File: src/rtl/riscv151_dbg_pkg.sv
// Shared encodings for the Riscv151 register-file debug responder.
package riscv151_dbg_pkg;

    localparam logic DBG_OP_READ    = 1'b0;
    localparam logic DBG_OP_WAIT_EQ = 1'b1;

    typedef enum logic [1:0] {
        DBG_OK      = 2'd0,
        DBG_MATCH   = 2'd1,
        DBG_TIMEOUT = 2'd2
    } dbg_status_e;

    typedef enum logic [1:0] {
        ST_IDLE = 2'd0,
        ST_WAIT = 2'd1,
        ST_RESP = 2'd2
    } dbg_state_e;

endpackage

File: src/rtl/shadow_regfile.sv
// Shadow copy of the CPU register file: one write port snooped from writeback,
// one read port that bypasses a same-cycle write. x0 always reads zero.
module shadow_regfile #(
    parameter int XLEN  = 32,
    parameter int NREGS = 32,
    parameter int AW    = $clog2(NREGS)
) (
    input  logic            clk,
    input  logic            rst,
    input  logic            we,
    input  logic [AW-1:0]   waddr,
    input  logic [XLEN-1:0] wdata,
    input  logic [AW-1:0]   raddr,
    output logic [XLEN-1:0] rdata
);

    logic [XLEN-1:0] mem [NREGS];

    always_ff @(posedge clk or negedge rst) begin
        if (!rst) begin
            for (int i = 0; i < NREGS; i++) mem[i] <= '0;
        end else if (we && waddr != '0) begin
            mem[waddr] <= wdata;
        end
    end

    always_comb begin
        if (raddr == '0)
            rdata = '0;
        else if (we && waddr == raddr)
            rdata = wdata;
        else
            rdata = mem[raddr];
    end

endmodule

File: src/rtl/regfile_debug_responder.sv
// Host-facing debug responder: READ returns a shadowed register, WAIT_EQ
// blocks until a register holds a value or a cycle budget runs out.
module regfile_debug_responder
    import riscv151_dbg_pkg::*;
#(
    parameter int XLEN  = 32,
    parameter int NREGS = 32,
    parameter int TMO_W = 16
) (
    input  logic             clk,
    input  logic             rst,
    input  logic             wb_we,
    input  logic [4:0]       wb_addr,
    input  logic [XLEN-1:0]  wb_data,
    input  logic             req_valid,
    output logic             req_ready,
    input  logic             req_op,
    input  logic [4:0]       req_reg,
    input  logic [XLEN-1:0]  req_value,
    input  logic [TMO_W-1:0] req_timeout,
    output logic             rsp_valid,
    input  logic             rsp_ready,
    output logic [XLEN-1:0]  rsp_data,
    output logic [1:0]       rsp_status
);

    // Handshakes: a transfer happens on a rising edge where valid && ready;
    // valid never waits on ready, and payload holds steady while valid is high.

    dbg_state_e       state, state_next;
    dbg_status_e      status_q, status_next;
    logic [XLEN-1:0]  data_q, data_next;
    logic [4:0]       lat_reg, lat_reg_next;
    logic [XLEN-1:0]  lat_value, lat_value_next;
    logic [TMO_W-1:0] lat_tmo, lat_tmo_next;
    logic [TMO_W-1:0] cnt, cnt_next;
    logic [4:0]       rd_addr;
    logic [XLEN-1:0]  rd_data;
    logic             hit;

    shadow_regfile #(.XLEN(XLEN), .NREGS(NREGS), .AW(5)) u_shadow (
        .clk   (clk),
        .rst   (rst),
        .we    (wb_we),
        .waddr (wb_addr),
        .wdata (wb_data),
        .raddr (rd_addr),
        .rdata (rd_data)
    );

    // The single read port follows the live request in IDLE, the latched one otherwise.
    assign rd_addr = (state == ST_IDLE) ? req_reg : lat_reg;
    assign hit     = (state == ST_IDLE) ? (rd_data == req_value) : (rd_data == lat_value);

    always_comb begin
        state_next     = state;
        status_next    = status_q;
        data_next      = data_q;
        lat_reg_next   = lat_reg;
        lat_value_next = lat_value;
        lat_tmo_next   = lat_tmo;
        cnt_next       = cnt;
        case (state)
            ST_IDLE: begin
                if (req_valid) begin
                    lat_reg_next   = req_reg;
                    lat_value_next = req_value;
                    lat_tmo_next   = req_timeout;
                    cnt_next       = '0;
                    if (req_op == DBG_OP_READ) begin
                        state_next  = ST_RESP;
                        status_next = DBG_OK;
                        data_next   = rd_data;
                    end else if (hit) begin
                        state_next  = ST_RESP;
                        status_next = DBG_MATCH;
                        data_next   = rd_data;
                    end else begin
                        state_next = ST_WAIT;
                    end
                end
            end
            ST_WAIT: begin
                if (hit) begin
                    state_next  = ST_RESP;
                    status_next = DBG_MATCH;
                    data_next   = rd_data;
                end else if (lat_tmo != '0 && cnt == lat_tmo - TMO_W'(1)) begin
                    state_next  = ST_RESP;
                    status_next = DBG_TIMEOUT;
                    data_next   = rd_data;
                end else if (cnt != '1) begin
                    cnt_next = cnt + TMO_W'(1);
                end
            end
            ST_RESP: begin
                if (rsp_ready) state_next = ST_IDLE;
            end
            default: state_next = ST_IDLE;
        endcase
    end

    always_ff @(posedge clk or negedge rst) begin
        if (!rst) begin
            state     <= ST_IDLE;
            status_q  <= DBG_OK;
            data_q    <= '0;
            lat_reg   <= '0;
            lat_value <= '0;
            lat_tmo   <= '0;
            cnt       <= '0;
        end else begin
            state     <= state_next;
            status_q  <= status_next;
            data_q    <= data_next;
            lat_reg   <= lat_reg_next;
            lat_value <= lat_value_next;
            lat_tmo   <= lat_tmo_next;
            cnt       <= cnt_next;
        end
    end

    assign req_ready  = (state == ST_IDLE);
    assign rsp_valid  = (state == ST_RESP);
    assign rsp_data   = data_q;
    assign rsp_status = status_q;

endmodule

File: config.mk
export PLATFORM = sky130hd
export DESIGN_NAME = regfile_debug_responder
export DESIGN_NICKNAME = d
export VERILOG_FILES = /design/src/rtl/riscv151_dbg_pkg.sv /design/src/rtl/shadow_regfile.sv /design/src/rtl/regfile_debug_responder.sv
export SDC_FILE = /design/constraint.sdc
export NUM_CORES = 2
export LEC_CHECK = 0
export BUFFER_PORTS_ARGS = -buffer_cell sky130_fd_sc_hd__buf_4
export CORE_MARGIN = 1.5
export CORE_UTILIZATION = 63
export DETAILED_ROUTE_END_ITERATION = 10
export PLACE_DENSITY = 0.79
export SLEW_MARGIN = 20
export SYNTH_ARGS = -nofsm -noshare
export SYNTH_HDL_FRONTEND = slang
export SYNTH_HIERARCHICAL = 1
export SYNTH_SLANG_ARGS = --single-unit
File: constraint.sdc
create_clock -name clk -period 6.5 [get_ports clk]
set_input_delay 0.325 -clock clk [delete_from_list [all_inputs] [get_ports clk]]
set_output_delay 0.325 -clock clk [all_outputs]
set_load 0.02 [all_outputs]
* After elaboration in Yosys (flattened, before gate mapping)
Index checks and enable logic that the tools add are counted.
** Word-level totals
- Output and inout port bits :: 36
- Bits of input ports :: 96
- Logic and storage cells :: 106
- Register bits :: 1129
** Operators by class
- Equal/unequal tests :: 14
- Magnitude comparators :: 3
- Muxes and demuxes :: 33
- Add/sub/neg operators :: 2
- Reductions and logical operators :: 13
- Bitwise operators :: 2
** Operator list (number)
- bitwise mux 1024 bit :: 1
- two-way mux 32 bit :: 10
- binary-select mux 32 bit (select 5 bit) :: 1
- demux 32 bit (select 5 bit) :: 1
- == test 32 bit :: 2
- two-way mux 16 bit :: 4
- one-hot mux 32 bit (2 select lines) :: 1
- one-hot mux 16 bit (2 select lines) :: 1
- two-way mux 2 bit :: 10
- adder 16 x 1 -> 16 bit (second input constant) :: 1
- == test 16 bit :: 1
- inequality test 16 bit (second input constant) :: 1
- nonzero test 16 bit :: 1
- subtractor 16 x 1 -> 16 bit (second input constant) :: 1
- greater-or-equal comparator 6 bit (second input constant) :: 2
- inverter 5 -> 6 bit :: 2
- inequality test 2 bit (second input constant) :: 4
- < comparator 6 x 1 -> 1 bit (second input constant) :: 1
- one-hot mux 2 bit (3 select lines) :: 1
- == test 5 bit :: 1
- zero test 5 bit :: 1
- two-way mux 5 bit :: 1
- AND reduction 5 bit :: 1
- nonzero test 5 bit :: 1
- other kinds (13) :: 16

* Logic depth before layout (Yosys ltp)
- Depth after elaboration :: 14
- Depth in mapped cells :: 26

* By module
Netlist, hierarchy kept.
** By module, submodules not included
- shadow_regfile :: area each 46394.5 sq um, cells each 3007, times used 1
- regfile_debug_responder :: area each 5935.7 sq um, cells each 637, times used 1

* Least setup slack after synthesis
OpenSTA, ideal clock, no wires.
- Kind :: reg2reg
- Start :: register state[0]
- End :: register data_q[0] (netlist: rsp_data[0])
- Clock period less this slack :: 5.367 ns
- Path slack :: 1.133 ns
- Stages on the path, launching flop included :: 25
- Arrival time :: 5.241 ns
- Setup time :: 0.125 ns
- Required time :: 6.375 ns
- Cell sequence :: dfrtp_1 buf_2 or2_2 clkinv_1 buf_2 buf_2 nand2_1 nand2_1 buf_6 buf_6 buf_2 mux4_2 a22oi_1 nand2_1 a221o_1 xor2_1 a221o_1 nor4_1 o22ai_1 and4b_1 nand3_1 a21boi_0 o21ai_4 buf_8 mux2_4
** Between the ends
- Longest elaborated chain between the ends :: 12
** Ends and longest elaborated chain
- start: declaration :: RTL line regfile_debug_responder.sv:30 : dbg_state_e state, state_next;
- start signal: assignment :: RTL line regfile_debug_responder.sv:113 : state <= state_next;
- zero test 2 bit *
- named net req_ready :: RTL line regfile_debug_responder.sv:16 : output logic req_ready,
- two-way mux 5 bit * :: RTL line regfile_debug_responder.sv:52 : assign rd_addr = (state == ST_IDLE) ? req_reg : lat_reg;
- named net rd_addr[0] :: RTL line regfile_debug_responder.sv:37 : logic [4:0] rd_addr;
- inverter 5 -> 6 bit (implied by the code) :: RTL line shadow_regfile.sv:33 : rdata = mem[raddr];
- binary-select mux 32 bit (select 5 bit) :: RTL line shadow_regfile.sv:33
- two-way mux 32 bit (implied by the code) (2 in a row) :: RTL line shadow_regfile.sv:33
- two-way mux 32 bit :: RTL line shadow_regfile.sv:30 : else if (we && waddr == raddr)
- two-way mux 32 bit * :: RTL line shadow_regfile.sv:28 : if (raddr == '0)
- == test 32 bit / two-way mux 32 bit (equally long branches) :: RTL line regfile_debug_responder.sv:53, regfile_debug_responder.sv:74
- two-way mux 1 bit / two-way mux 32 bit (equally long branches) :: RTL line regfile_debug_responder.sv:53, regfile_debug_responder.sv:70
- inequality test 3 x 2 -> 1 bit (no line), or another cell as far along
- AND reduction 4 bit (no line) / one-hot mux 32 bit (2 select lines) (equally long branches)
- end signal: assignment :: RTL line regfile_debug_responder.sv:115 : data_q <= data_next;
- end: declaration :: RTL line regfile_debug_responder.sv:32 : logic [XLEN-1:0] data_q, data_next;
The timed path passes the listed nets; every way through them passes the cells marked *. The select of a mux whose other input is x is not followed.
A chain may end at the register's enable or synchronous reset.

* Final worst setup path
- Start :: register state[0]
- End :: register data_q[12] (netlist: rsp_data[12])
** Between the ends
- Longest elaborated chain between the ends :: 12
** Ends and longest elaborated chain (RTL line)
- zero test 2 bit * :: regfile_debug_responder.sv:52
- two-way mux 5 bit * :: regfile_debug_responder.sv:52
- named net rd_addr[2] :: regfile_debug_responder.sv:37
- inverter 5 -> 6 bit (implied by the code) :: shadow_regfile.sv:33
- binary-select mux 32 bit (select 5 bit) :: shadow_regfile.sv:33
- two-way mux 32 bit (implied by the code) (2 in a row) :: shadow_regfile.sv:33
- two-way mux 32 bit :: shadow_regfile.sv:30
- two-way mux 32 bit * :: shadow_regfile.sv:28
- == test 32 bit / two-way mux 32 bit (equally long branches) :: regfile_debug_responder.sv:53, regfile_debug_responder.sv:74
- two-way mux 1 bit / two-way mux 32 bit (equally long branches) :: regfile_debug_responder.sv:53, regfile_debug_responder.sv:70
- inequality test 3 x 2 -> 1 bit (no line), or another cell as far along
- AND reduction 4 bit (no line) / one-hot mux 32 bit (2 select lines) (equally long branches)
Marks and branches as above.

==> results.rst <==
.. list-table::
   :header-rows: 1

   * - Metric
     - Value
   * - Area of the core
     - 82,100 um2
   * - CP max stage delay
     - 640 ps
   * - Mean instance size in the synthesized netlist
     - between 10 and 15 um2
   * - Most Frequent Cell on Critical Path
     - sky130_fd_sc_hd__buf_4
   * - Net Count, Synth
     - 3,743
   * - Critical-path maximum fanout
     - 28
   * - Max clock buf depth
     - 3
   * - Number of input and output port buffers inserted
     - 131
   * - Flip-flop count of the largest register, all copies and words added
     - 1,024
   * - Number of endpoints with negative hold slack in the final report
     - 0
   * - Initial antenna violation count
     - 8
   * - Hold Path Class
     - in2reg
   * - Actual slew at the worst max-slew pin
     - 1130 ps
   * - Antenna Violating Nets Remaining
     - 0
   * - # setup viols final
     - 0
   * - Final setup skew
     - around 19 ps
   * - TritonCTS clock tree
     - built
   * - Kind of capture point of the worst setup path
     - flip-flop
   * - Number of cells on the worst hold path
     - 4
   * - Maxcap violations
     - 0
   * - Minimum setup slack in the final design
     - 325 ps
   * - Fraction of layout cells with a size suffix above 1
     - 0.463
   * - Chip width
     - about 290 um
   * - Fmax
     - 0.162 GHz
   * - Count of flip-flops with a built-in enable after synthesis
     - 0
   * - Power Dens Cells
     - 451 nW/um2
   * - LEAKAGE
     - 26.7 nW
   * - Endpoint of the lowest-slack register-to-register path
     - rsp_data[12]
   * - Vias after detailed routing
     - 32,678
   * - Post-detailed-routing wire length
     - 144 mm
   * - Critical Path AT
     - just under 7000 ps
   * - CP startpoint kind
     - flip-flop
   * - First element of the critical path
     - state[0]
   * - Shortest clock period the worst path allows after layout
     - 6180 ps
   * - Number of instances in the synthesized netlist
     - 3,644
   * - Most area-consuming cells after synthesis
     - sky130_fd_sc_hd__dfrtp_1, sky130_fd_sc_hd__mux2_2, sky130_fd_sc_hd__mux4_2
   * - Die Height
     - 291 um
   * - GRT Residual Overflow
     - 0
   * - Number of detailed-routing iterations run before antenna repair
     - 5
   * - RSZ-0062 raised after global routing
     - false
   * - Total I/O pin count
     - 132
   * - Clock Pin Slew Worst Setup and Hold Paths
     - 60 ps
   * - Total Power Consumption
     - 0.0265 W
   * - Result of the run
     - complete, no violations
   * - Initial DRC Count
     - 3,180
   * - Placed wire-length estimate
     - 87.5 mm
   * - Distinct cell type count of the synthesized netlist
     - 75
   * - Clk sinks
     - about 1,100
   * - Most frequent cell after synthesis
     - sky130_fd_sc_hd__dfrtp_1
   * - Fin nets
     - 3,798
   * - Series of cell instances along the critical path
     - or2_2, buf_4, nand2_1, nand2_4, or3b_2, buf_4, o22ai_1, a2111oi_0, nor3_1, nor2_1, xor2_1, a2111oi_0, o22ai_1, and4bb_2, nand3_1, a21boi_0, o21ai_4, buf_4, mux2_4
   * - Register containing the most flip-flops in the final layout
     - u_shadow/mem
   * - Worst Setup Path Type
     - reg2reg
   * - Most common flop cell mapped by yosys
     - sky130_fd_sc_hd__dfrtp_1
   * - Most frequent cells after synthesis
     - sky130_fd_sc_hd__dfrtp_1, sky130_fd_sc_hd__mux2_2, sky130_fd_sc_hd__mux4_2, sky130_fd_sc_hd__nand2_1, sky130_fd_sc_hd__clkbuf_1
   * - Die outline area
     - 84,800 um2
   * - Gates resized, CTS repair
     - 0
   * - Global-route wire length before repair
     - 220 mm
   * - Number of buffers created by CTS
     - 112
   * - Register bit count reported by yosys
     - 1,129
   * - Crit path required time
     - 7080 ps
   * - Clk Latency, worst-skew pair
     - 690 ps
   * - Fill cell count
     - 5,136
   * - Share of the yosys chip area belonging to registers
     - 0.540
   * - Level count of the clock H-tree
     - 3
   * - Pin count of the biggest net entering global routing
     - 211
   * - R2R cell count
     - 19
   * - Worst reg2reg path startpoint
     - state[0]
   * - End point of the critical path
     - rsp_data[12]
   * - Initial Utilization
     - 0.637
   * - Post-Route Setup TNS
     - 0 ps
   * - Post-detailed-route DRC marker count
     - 0
   * - Global-route total usage across every layer
     - 0.346
   * - Warnings, synthesis
     - 6
   * - Async SR Flop Fraction
     - 1.00
   * - Average wire per standard cell
     - 29.7 um
   * - Cell area after synthesis
     - 52,300 um2
   * - Flop2flop setup slack
     - between 300 and 400 ps
   * - Final weighted congestion of routability-driven global placement
     - 0.930
   * - Site Rows
     - 105
   * - Via count of the first global-routing pass
     - 34,743
   * - Slowest CP cell
     - sky130_fd_sc_hd__or3b_2
   * - Portion of the clock cycle consumed by the worst path in the final layout
     - 0.950
   * - Maximum vdd drop
     - roughly 0.3 mV
   * - P&R area growth vs syn
     - 12.4%
   * - Buffers inserted by post-CTS timing repair
     - 0
   * - Area share of the largest cell type after synthesis
     - 0.540
   * - Dominant cell type by area after synthesis
     - sky130_fd_sc_hd__dfrtp_1
   * - Worst slew margin relative to its limit
     - 0.246
   * - Post-placement worst setup slack
     - 454 ps
   * - Vias per inst
     - 6.72
   * - Cell at the root of the clock tree
     - sky130_fd_sc_hd__clkbuf_16
   * - Final Slew Violations
     - 0
## final cells by class
class,count,area [um2],area share
clock buffer,162,3270,0.0557
multi-input combinational,2129,22600,0.384
clock inverter,41,629,0.0107
sequential,1129,28300,0.481
inverter,38,143,0.00243
tap,1070,1340,0.0228
timing repair buffer,289,2570,0.0438
antenna,3,7.51,0.000128
## cells in the final DEF (no fill, tap or decap), types with 36 or more instances in the layout
| master | n |
|---|---|
| sky130_fd_sc_hd__clkbuf_16 | 114 |
| sky130_fd_sc_hd__dlygate4sd3_1 | 55 |
| sky130_fd_sc_hd__mux2_2 | 1036 |
| sky130_fd_sc_hd__mux2i_1 | 74 |
| sky130_fd_sc_hd__a22oi_1 | 64 |
| sky130_fd_sc_hd__o22ai_1 | 43 |
| sky130_fd_sc_hd__buf_4 | 214 |
| sky130_fd_sc_hd__inv_1 | 36 |
| sky130_fd_sc_hd__nor2_1 | 51 |
| sky130_fd_sc_hd__dfrtp_1 | 1129 |
| sky130_fd_sc_hd__mux4_2 | 218 |
| sky130_fd_sc_hd__o21ai_0 | 45 |
| sky130_fd_sc_hd__nand2_1 | 192 |
## layer usage
layer  share of wire  track usage  vias up  wire [um]
met5         0.00035            0        -         51
met4           0.037        0.126        8       5270
met3           0.091       0.0807      330      13200
met1            0.41        0.484    17445      58600
met2            0.47        0.536     1447      67100
li1                -            -    13448          -
## critical path: cells and delay by family, from the launching register on
kind | cells | cell delay [ps]
compound gates | 6 | 1650
xor+xnor | 1 | 120
buf+inv | 3 | 810
flops | 1 | 370
mux | 1 | 370
simple gates | 8 | 2710
## worst min path at each step
| stage | startpoint | endpoint | slack [ps] |
|---|---|---|---|
| after floorplan | rst | cnt[0] | 30 |
| after CTS | req_op | rsp_status[0] | 60 |
| final | req_op | rsp_status[0] | 110 |
| after global placement | u_shadow/mem[1005] | u_shadow/mem[1005] | 360 |
| after detailed placement | u_shadow/mem[1016] | u_shadow/mem[1016] | 360 |
| after global routing | req_op | state[0] | 100 |
## report_power, final
part	switching, W	internal, W
Clock	0.00274	0.00408
Sequential	0.000867	0.00849
Combinational	0.00560	0.00476
Total	0.00921	0.0173
## cell families (layout without fill, tap and decap cells)
group | count (synthesis) | after routing | share of synthesized area
flops | 1129 | 1129 | 0.540
fa+ha+maj | 3 | 3 | 0.000717
other cells | 0 | 3 | 0
simple gates | 435 | 435 | 0.0395
compound gates | 274 | 274 | 0.0371
mux | 1356 | 1356 | 0.339
xor+xnor | 61 | 61 | 0.0102
buf+inv | 386 | 530 | 0.0336
## timing repair
action / in CTS / in global routing
hold endpoints to repair: 166 / 0
hold buffers: 55 / 0
endpoints found under the setup margin: 0 / 0
## metrics by stage
stage / hold WS, ps / instance area (um2) / std cells / util
floorplan: 29.4 / 52300 / 3644 / -
global placement: 360 / 54200 / 4597 / 0.661
detailed placement: 363 / 54200 / 4597 / 0.661
CTS: 59.1 / 58700 / 4855 / 0.715
global route: 95.1 / 58800 / 4860 / 0.716
finish: 110 / 58800 / 4861 / 0.716
Power figures use the tool's default switching activity.
